<file path="config.mk">
export PLATFORM = sky130hd
export DESIGN_NAME = vehicle_sensor_conditioner_flat
export DESIGN_NICKNAME = d
export VERILOG_FILES = /design/src/rtl/traffic_pkg.sv /design/src/rtl/vehicle_sensor_conditioner_if.sv /design/src/rtl/sensor_debounce.sv /design/src/rtl/vehicle_sensor_conditioner.sv /design/src/flat_wrapper.sv
export SDC_FILE = /design/constraint.sdc
export NUM_CORES = 1
export LEC_CHECK = 0
export BUFFER_PORTS_ARGS = -buffer_cell sky130_fd_sc_hd__buf_4
export CAP_MARGIN = 10
export CORE_ASPECT_RATIO = 1.2
export CORE_MARGIN = 3
export CORE_UTILIZATION = 49
export CTS_BUF_LIST = sky130_fd_sc_hd__clkbuf_4 sky130_fd_sc_hd__clkbuf_8
export DETAILED_ROUTE_END_ITERATION = 7
export PLACE_DENSITY = 0.8
export SYNTH_ARGS = -nofsm -noshare
export SYNTH_HDL_FRONTEND = slang
export SYNTH_SLANG_ARGS = --single-unit
</file>
<file path="constraint.sdc">
create_clock -name clk -period 2.35 [get_ports clk]
set_input_delay 0.235 -clock clk [delete_from_list [all_inputs] [get_ports clk]]
set_output_delay 0.235 -clock clk [all_outputs]
set_load 0.02 [all_outputs]
</file>
<file path="src/rtl/traffic_pkg.sv">
// traffic_pkg
// Shared definitions for the traffic-light controller and its input-side
// companions: the 2-bit controller/request state encoding and the default
// board timing constants used to size debounce and stuck-sensor windows.
package traffic_pkg;

  localparam logic [1:0] ST_IDLE    = 2'd0;
  localparam logic [1:0] ST_WAITING = 2'd1;
  localparam logic [1:0] ST_SERVING = 2'd2;
  localparam logic [1:0] ST_FAULT   = 2'd3;

  typedef enum logic [1:0] {
    IDLE    = ST_IDLE,
    WAITING = ST_WAITING,
    SERVING = ST_SERVING,
    FAULT   = ST_FAULT
  } req_state_t;

  localparam int CLK_HZ      = 10_000_000;
  localparam int DEBOUNCE_MS = 10;

  // Cycles in one debounce window at the board clock (100000 at 10 MHz).
  localparam int DEBOUNCE_CYCLES_DEFAULT = (CLK_HZ / 1000) * DEBOUNCE_MS;

  // One minute of continuous vehicle presence at the board clock.
  localparam int STUCK_CYCLES_DEFAULT = 600_000_000;

endpackage

</file>
<file path="src/rtl/vehicle_sensor_conditioner_if.sv">
// vehicle_sensor_conditioner_if
// Bundles the sensor-side and controller-side signals of the vehicle sensor
// conditioner.
//   master : drives sensorRaw, secondaryGreen, fault; observes the outputs
//   slave  : the conditioner; consumes the inputs, drives vehicleWaiting,
//            sensorFault, requestCount and sensorStable
interface vehicle_sensor_conditioner_if;
  logic       sensorRaw;
  logic       secondaryGreen;
  logic       fault;
  logic       vehicleWaiting;
  logic       sensorFault;
  logic [7:0] requestCount;
  logic       sensorStable;

  modport master (
    output sensorRaw,
    output secondaryGreen,
    output fault,
    input  vehicleWaiting,
    input  sensorFault,
    input  requestCount,
    input  sensorStable
  );

  modport slave (
    input  sensorRaw,
    input  secondaryGreen,
    input  fault,
    output vehicleWaiting,
    output sensorFault,
    output requestCount,
    output sensorStable
  );
endinterface

</file>
<file path="src/rtl/sensor_debounce.sv">
// sensor_debounce
// Two-flop synchronizer followed by a disagreement-run debouncer. The stable
// level only changes after DEBOUNCE_CYCLES consecutive cycles in which the
// synchronized input differs from it; any agreeing cycle restarts the run.
// Reused for the board push-buttons.
//   clk          : system clock
//   reset        : synchronous, active-high
//   sensorRaw    : asynchronous raw level
//   sensorStable : registered debounced level
module sensor_debounce
  import traffic_pkg::*;
#(
  parameter int DEBOUNCE_CYCLES = DEBOUNCE_CYCLES_DEFAULT
) (
  input  logic clk,
  input  logic reset,
  input  logic sensorRaw,
  output logic sensorStable
);

  // A single-cycle window still needs a 1-bit counter to stay legal.
  localparam int DB_W = (DEBOUNCE_CYCLES > 1) ? $clog2(DEBOUNCE_CYCLES) : 1;
  localparam logic [DB_W-1:0] DB_LAST = DB_W'(DEBOUNCE_CYCLES - 1);

  logic            sync_p0;
  logic            sync_p1;
  logic [DB_W-1:0] db_cnt;

  always_ff @(posedge clk) begin
    if (reset) begin
      sync_p0      <= 1'b0;
      sync_p1      <= 1'b0;
      db_cnt       <= '0;
      sensorStable <= 1'b0;
    end else begin
      // p0 -> p1: metastability settling; p1 is the synchronized level
      sync_p0 <= sensorRaw;
      sync_p1 <= sync_p0;
      // p1 -> stable: debounce
      if (sync_p1 == sensorStable) begin
        db_cnt <= '0;
      end else if (db_cnt == DB_LAST) begin
        sensorStable <= sync_p1;
        db_cnt       <= '0;
      end else begin
        db_cnt <= db_cnt + DB_W'(1);
      end
    end
  end

endmodule

</file>
<file path="src/rtl/vehicle_sensor_conditioner.sv">
// vehicle_sensor_conditioner
// Turns the raw secondary-road vehicle sensor into a latched vehicle-waiting
// request for the traffic-light controller. The request is held until the
// controller shows secondary green. A sensor that stays high for
// STUCK_CYCLES is flagged as stuck; while any fault is present the request
// is forced high so the secondary road is never starved.
//   clk    : 10 MHz system clock
//   reset  : synchronous, active-high
//   bus    : slave modport carrying sensorRaw, secondaryGreen, fault in and
//            vehicleWaiting, sensorFault, requestCount[7:0], sensorStable out
module vehicle_sensor_conditioner
  import traffic_pkg::*;
#(
  parameter int DEBOUNCE_CYCLES = DEBOUNCE_CYCLES_DEFAULT,
  parameter int STUCK_CYCLES    = STUCK_CYCLES_DEFAULT
) (
  input  logic                         clk,
  input  logic                         reset,
  vehicle_sensor_conditioner_if.slave  bus
);

  localparam int STUCK_W = $clog2(STUCK_CYCLES + 1);
  localparam logic [STUCK_W-1:0] STUCK_MAX = STUCK_W'(STUCK_CYCLES);

  logic               sensor_stable;
  logic               stable_q;
  logic               rise;
  logic [STUCK_W-1:0] stuck_cnt;
  logic               sensor_fault;
  req_state_t         state;
  logic               vehicle_waiting;
  logic [7:0]         request_count;

  sensor_debounce #(
    .DEBOUNCE_CYCLES(DEBOUNCE_CYCLES)
  ) u_debounce (
    .clk         (clk),
    .reset       (reset),
    .sensorRaw   (bus.sensorRaw),
    .sensorStable(sensor_stable)
  );

  assign rise = sensor_stable & ~stable_q;

  // Stuck detector. The flag is qualified with the current stable level so
  // it drops on the edge right after the sensor releases, not one later.
  always_ff @(posedge clk) begin
    if (reset) begin
      stable_q     <= 1'b0;
      stuck_cnt    <= '0;
      sensor_fault <= 1'b0;
    end else begin
      stable_q     <= sensor_stable;
      sensor_fault <= sensor_stable && (stuck_cnt == STUCK_MAX);
      if (!sensor_stable) begin
        stuck_cnt <= '0;
      end else if (stuck_cnt != STUCK_MAX) begin
        stuck_cnt <= stuck_cnt + STUCK_W'(1);
      end
    end
  end

  // Request FSM. vehicle_waiting is decoded from the state being entered so
  // it changes on the same edge as the transition.
  always_ff @(posedge clk) begin
    if (reset) begin
      state           <= IDLE;
      vehicle_waiting <= 1'b0;
      request_count   <= 8'd0;
    end else if (bus.fault || sensor_fault) begin
      state           <= FAULT;
      vehicle_waiting <= 1'b1;
    end else begin
      case (state)
        IDLE: begin
          if (rise) begin
            state           <= WAITING;
            vehicle_waiting <= 1'b1;
            request_count   <= request_count + 8'd1;
          end else begin
            vehicle_waiting <= 1'b0;
          end
        end
        WAITING: begin
          if (bus.secondaryGreen) begin
            state           <= SERVING;
            vehicle_waiting <= 1'b0;
          end else begin
            vehicle_waiting <= 1'b1;
          end
        end
        SERVING: begin
          // A vehicle still present when green ends re-requests without
          // being counted as a new arrival.
          if (!bus.secondaryGreen && sensor_stable) begin
            state           <= WAITING;
            vehicle_waiting <= 1'b1;
          end else if (!bus.secondaryGreen) begin
            state           <= IDLE;
            vehicle_waiting <= 1'b0;
          end else begin
            vehicle_waiting <= 1'b0;
          end
        end
        FAULT: begin
          // Reaching here means both fault sources are already clear.
          state           <= IDLE;
          vehicle_waiting <= 1'b0;
        end
        default: begin
          state           <= IDLE;
          vehicle_waiting <= 1'b0;
        end
      endcase
    end
  end

  assign bus.vehicleWaiting = vehicle_waiting;
  assign bus.sensorFault    = sensor_fault;
  assign bus.requestCount   = request_count;
  assign bus.sensorStable   = sensor_stable;

endmodule

</file>
<file path="src/flat_wrapper.sv">
// flat-port wrapper written by rule: the top's interface ports become plain ports
module vehicle_sensor_conditioner_flat import traffic_pkg::*;
#(
  parameter int DEBOUNCE_CYCLES = DEBOUNCE_CYCLES_DEFAULT,
  parameter int STUCK_CYCLES    = STUCK_CYCLES_DEFAULT
)
  (clk, reset, bus_sensorRaw, bus_secondaryGreen, bus_fault, bus_vehicleWaiting, bus_sensorFault, bus_requestCount, bus_sensorStable);
  vehicle_sensor_conditioner_if bus_i ();
  input  logic clk;
  input  logic reset;
  input wire logic [$bits(bus_i.sensorRaw)-1:0] bus_sensorRaw;
  input wire logic [$bits(bus_i.secondaryGreen)-1:0] bus_secondaryGreen;
  input wire logic [$bits(bus_i.fault)-1:0] bus_fault;
  output wire logic [$bits(bus_i.vehicleWaiting)-1:0] bus_vehicleWaiting;
  output wire logic [$bits(bus_i.sensorFault)-1:0] bus_sensorFault;
  output wire logic [$bits(bus_i.requestCount)-1:0] bus_requestCount;
  output wire logic [$bits(bus_i.sensorStable)-1:0] bus_sensorStable;
  assign bus_i.sensorRaw = bus_sensorRaw;
  assign bus_i.secondaryGreen = bus_secondaryGreen;
  assign bus_i.fault = bus_fault;
  assign bus_vehicleWaiting = bus_i.vehicleWaiting;
  assign bus_sensorFault = bus_i.sensorFault;
  assign bus_requestCount = bus_i.requestCount;
  assign bus_sensorStable = bus_i.sensorStable;
  vehicle_sensor_conditioner #(.DEBOUNCE_CYCLES(DEBOUNCE_CYCLES), .STUCK_CYCLES(STUCK_CYCLES)) u_core (.clk(clk), .reset(reset), .bus(bus_i));
endmodule
</file>
Word-level counts from Yosys, hierarchy flattened
Cells that the tools add are included.
{"block": "word_totals", "reg_bits": 63}
{"block": "classes", "n_addsub": 3, "eq_ne": 10, "muxes": 11, "bitwise_logic": 5, "reduce_logical": 10}
{"op": "adder 30 x 1 -> 30 bit (second input constant)", "count": 1}
{"op": "== test 30 bit (second input constant)", "count": 1}
{"op": "!= test 30 bit (second input constant)", "count": 1}
{"op": "adder 17 x 1 -> 17 bit (second input constant)", "count": 1}
{"op": "== test 17 bit (second input constant)", "count": 1}
{"op": "two-way mux 2 bit", "count": 5}
{"op": "adder 8 x 1 -> 8 bit (second input constant)", "count": 1}
{"op": "case mux 2 bit (4 select lines)", "count": 1}
{"op": "AND reduction 3 bit", "count": 2}
{"op": "== test 2 bit (second input constant)", "count": 2}
{"op": "two-way mux 1 bit", "count": 4}
{"op": "!= test 4 x 2 -> 1 bit (second input constant)", "count": 1}
{"op": "inverter 1 bit", "count": 4}
{"op": "case mux 1 bit (4 select lines)", "count": 1}
{"op": "!= test 3 x 1 -> 1 bit (second input constant)", "count": 1}
{"op": "!= test 3 x 2 -> 1 bit (second input constant)", "count": 1}
{"op": "OR reduction 3 bit", "count": 1}
{"op": "== test 2 x 1 -> 1 bit (second input constant)", "count": 1}
{"op": "logical AND 1 bit", "count": 2}
{"op": "logical NOT 2 bit", "count": 1}
{"op": "AND reduction 2 bit", "count": 1}
{"op": "OR reduction 2 bit", "count": 1}
{"op": "bitwise AND 1 bit", "count": 1}
{"op": "== test 1 bit", "count": 1}
{"op": "other kinds (2)", "count": 2}

Longest topological paths before layout
{"block": "depth", "depth_word": 5, "ltp_mapped": 7, "depth_no_buf": 6}

By module
From an unflattened synthesis, not the netlist that was laid out.
{"block": "hier_totals", "hier_cells": 322, "area_unflattened_um2": 2875.3}
{"mod": "vehicle_sensor_conditioner", "n_inst": 1, "cells_per_inst": 230, "area_each_um2": 2011.9, "seq_area_each_um2": 860.8}
{"mod": "sensor_debounce", "n_inst": 1, "cells_per_inst": 92, "area_each_um2": 863.3, "seq_area_each_um2": 400.4}

Worst setup path before layout
OpenSTA, ideal clock, no wires.
{"block": "synth_path", "kind": "register to register", "startpoint": "reg u_core.stuck_cnt[3]", "endpoint": "reg u_core.stuck_cnt[1]", "arrival_ps": 2179, "required_ps": 2222, "slack_ps": 44, "stages_incl_launch_ff": 7, "n_path_buf": 1, "synth_period_minus_slack_ps": 2306, "path_cell_list": "dfxtp_1 -> or4_1 -> or4_1 -> or4_1 -> buf_2 -> mux2i_1 -> nor2_1"}
{"block": "synth_via", "elab_chain_len": 1}
{"element": "start: declaration", "line": "vehicle_sensor_conditioner.sv:28", "rtl": "logic [STUCK_W-1:0] stuck_cnt;"}
{"element": "start signal: assignment", "line": "vehicle_sensor_conditioner.sv:58", "rtl": "stuck_cnt <= stuck_cnt + STUCK_W'(1);"}
{"element": "!= test 30 bit", "line": "vehicle_sensor_conditioner.sv:57", "rtl": "end else if (stuck_cnt != STUCK_MAX) begin"}
No other way between the ends.
A chain may end at the register's enable or synchronous reset.

Worst setup path in the final report
Ends and elaborated chain as after synthesis.

==> results.env <==
CTS_POST_SETUP_BUFFERS_INSERTED=0
DIE_HEIGHT_UM=87.6
CP-STARTPOINT='u_core.stuck_cnt[3]$_SDFFE_PP0P_'
FMAXACHIEVABLE_MHz=449
NUMBER_OF_H_TREE_BRANCHING_LEVELS=3
DIEAREA_SQ_UM=6480
FINAL_CELL_MIX='64 x nor2_1, 63 x dfxtp_1, 26 x xor2_1'
GRT_FIRST_PASS_WIRELENGTH_MM=8.63
NUM-FILL-CELLS=444
TIMING.HOLD.WORST.START='bus_sensorRaw'
SYNTH_EDF_COUNT=0
PLACEABLECOREAREA_SQ_UM=5330
FINAL.SETUP_SKEW_NS=0.00667
YS_WARN_COUNT=0
START_UTIL_PCT=50.9
TRITONCTS_NUM_SINKS=63
VIAS_PER_CELL=5.31
FIN_UTIL_PCT=59.4
HOLD_VIOL_FINAL=0
DIODES=0
SLEW_VIOL_FINAL=0
ASYNC_RESET_FF_SHARE_PCT=0
MOST_FREQUENT_STANDARD_CELL_IN_THE_LAYOUT_EXCLUDING_FILL_AND_TAP_CELLS='nor2_1'
GLOBAL_ROUTE.OVERFLOW_TOTAL=0
CATEGORY_OF_THE_MOST_CRITICAL_SETUP_PATH='reg -> reg'
POSTSYNTHREGISTERBITS=63
CTS_INSERTED_BUFFERS=9
NUM_IO_PINS=16
GRT.TOTAL_USAGE_PCT=16.9
TIMING.HOLD.WORST.CLASS='in -> reg'
ROWS=29
DRT-INITIAL-DRC-COUNT=107
MAX_SLEW.WORST_PIN.SLEW_NS=0.531
CRITPATHREQUIREDTIME_NS=2.57
SYNTH_FP_NETS=324
MOST_USED_FLIP_FLOP_CELL_AFTER_SYNTHESIS='dfxtp_1'
CP_MAX_FO=5
SLEW_HEADROOM_PCT=64.3
TIMING.FINAL.SETUP_VIOLATIONS=0
WORST_IR_DROP_VDD_V=0.000563
DETAIL_ROUTE.DRC_VIOLATIONS=0
GLOBALPLACE.CONGESTION=0.783
FINAL_HPWL_FROM_DETAILED_PLACEMENT_MM=3.56
ANTENNA_FOUND_INITIAL=0
CRITICAL_PATH.ENDPOINT_TYPE='flop'
DR.PASS1.ITERS=4
LEAKAGEPOWER_uW=0.00107
FINAL.PERIOD_UTILIZATION_PCT=94.8
SYN_AVG_CELL_AREA_SQ_UM=8.62
TIMING.MAX_CAP.VIOLATIONS=0
FINAL_LAYOUT_SIZE_SUFFIX_GT1_SHARE_PCT=13.5
CELL_CHOSEN_FOR_THE_CLOCK_ROOT='clkbuf_8'
DRT-WIRELENGTH-PER-CELL_UM=12.4
CRITICAL_PATH.STARTPOINT_TYPE='flop'
GATE_COUNT_POST_SYNTH=315
PATH_CLK_SLEW_NS=0.07
FINAL_ANTENNA_VIOLATING_NET_COUNT=0
GRT_START_MAX_NET_PINS=33
AREA_GROWTH_PCT=16.6
RUN_STATUS='complete, no violations'
ROUTE.VIAS.TOTAL=2172
CRIT-REG2REG-LAUNCH='u_core.stuck_cnt[3]$_SDFFE_PP0P_'
CLK_PATH_BUF_DEPTH=2
PORT-BUFFER-COUNT=15
RSZ0062_AT_GRT='false'
CTS.HOLD.BUFFERS_ADDED=0
SYNTH_SEQ_AREA_SHARE_PCT=46.4
ROUTE.FINAL.WIRE_LENGTH_MM=5.07
CLOCK_INSERTION_DELAY_WORST_SKEW_NS=0.33
NETLIST_AREA_SQ_UM=2720
GRT_PASS1_VIAS=2103
TIMING.SETUP.TNS_NS=0
CHIPWIDTH_UM=74.0
YOSYSUNIQUECELLTYPES=31
CLOCK_TREE_FROM_TRITONCTS='built'
POWER-PER-CELL-AREA_nW_PER_UM2=657
POST-ROUTE-MIN-PERIOD_NS=2.23
NETS=351
TIMING.CRITICAL_PATH.ARRIVAL_NS=2.45
==> final cells by class <==
cell class | instances | area, sq um | share of cell area, %
inverters | 8 | 30.0 | 0.948
clock inverters | 3 | 40.0 | 1.26
flip-flops and latches | 63 | 1260 | 39.8
clock buffers | 13 | 173 | 5.45
repair buffers | 25 | 188 | 5.93
well taps | 62 | 77.6 | 2.45
multi-input cells | 235 | 1400 | 44.1
==> kinds of logic after synthesis <==
family	after synthesis	share of synthesized area, %
and+or+nand+nor	166	30.2
DFF	63	46.4
xor gates and xnor gates	46	14.8
buffers and inverters	17	2.40
AOI/OAI and AO/OA	16	3.18
adders and majority gates	4	1.84
muxes	3	1.11
==> registers in the layout, summed over array words and instances, names as in the netlist <==
register / flops
u_core.stuck_cnt: 30
u_core.u_debounce.db_cnt: 17
u_core.bus.requestCount: 8
u_core.state: 2
u_core.bus.sensorFault: 1
u_core.bus.vehicleWaiting: 1
u_core.stable_q: 1
u_core.u_debounce.sensorStable: 1
u_core.u_debounce.sync_p0: 1
u_core.u_debounce.sync_p1: 1
==> metrics by stage <==
| step | cell area (sq um) | worst slack, ns | cells | total power, uW | hold slack [ns] |
|---|---|---|---|---|---|
| final | 3170 | 0.122 | 409 | 2080 | 0.129 |
| after global placement | 2950 | 0.00498 | 393 | 1130 | 0.420 |
| after CTS | 3160 | 0.0429 | 409 | 2110 | 0.114 |
| after detailed placement | 2950 | -0.00889 | 393 | 1130 | 0.436 |
| after floorplan | 2720 | 0.0439 | 315 | 1110 | 0.304 |
| after global routing | 3170 | 0.0503 | 409 | 2160 | 0.125 |
==> Yosys cell counts (2+ instances only) <==
master | count | share of area, %
nor2_1 | 64 | 8.8
dfxtp_1 | 63 | 46
xor2_1 | 26 | 8.4
nand2_1 | 23 | 3.2
xnor2_1 | 20 | 6.4
nand3_1 | 17 | 3.1
nand4_1 | 16 | 3.7
nor3_1 | 9 | 1.7
clkbuf_1 | 8 | 1.1
inv_1 | 8 | 1.1
or3_1 | 8 | 1.8
a21oi_1 | 7 | 1.3
and3_1 | 6 | 1.4
o21ai_0 | 6 | 1.1
nor4_1 | 5 | 1.2
ha_1 | 4 | 1.8
nor2b_1 | 4 | 0.92
or4_1 | 4 | 1.1
mux2i_1 | 3 | 1.1
a31oi_1 | 2 | 0.46
nand2b_1 | 2 | 0.46
==> worst max-delay path, stage by stage, from the launching register on <==
cell     delay (ns)
dfxtp_1        0.31
or4_1          0.53
or4_4          0.53
or4_4          0.53
mux2i_1        0.16
nor2_1         0.05
==> per-layer routing <==
metal	global-route usage [%]	vias to the layer above	wire length, um
met1	18.9	1022	2180
met4	4.61	0	54
met3	6.31	7	163
met5	0	-	0
met2	29.7	19	2680
li1	-	1124	-
==> power breakdown <==
part,switching (uW),internal [uW]
Clock,393,585
Sequential,3.61,1070
Combinational,13.3,12.2
==> what timing repair did <==
| action | 4_1_cts | 5_1_grt |
|---|---|---|
| endpoints found under the hold margin | 0 | 0 |
| pin swaps | 0 | 1 |
| setup endpoints to repair | 1 | 3 |
| resized for setup | 1 | 1 |
==> final timing paths <==
check,depth (start not counted),slack (ns),to
worst min-delay path,2,0.13,u_core.u_debounce.sync_p0$_SDFF_PP0_
worst max register to register,5,0.12,u_core.stuck_cnt[1]$_SDFFE_PP0P_
worst min register to register,1,0.45,u_core.u_debounce.sync_p1$_SDFF_PP0_
worst max-delay path,5,0.12,u_core.stuck_cnt[1]$_SDFFE_PP0P_
(Power assumes the default switching activity.)
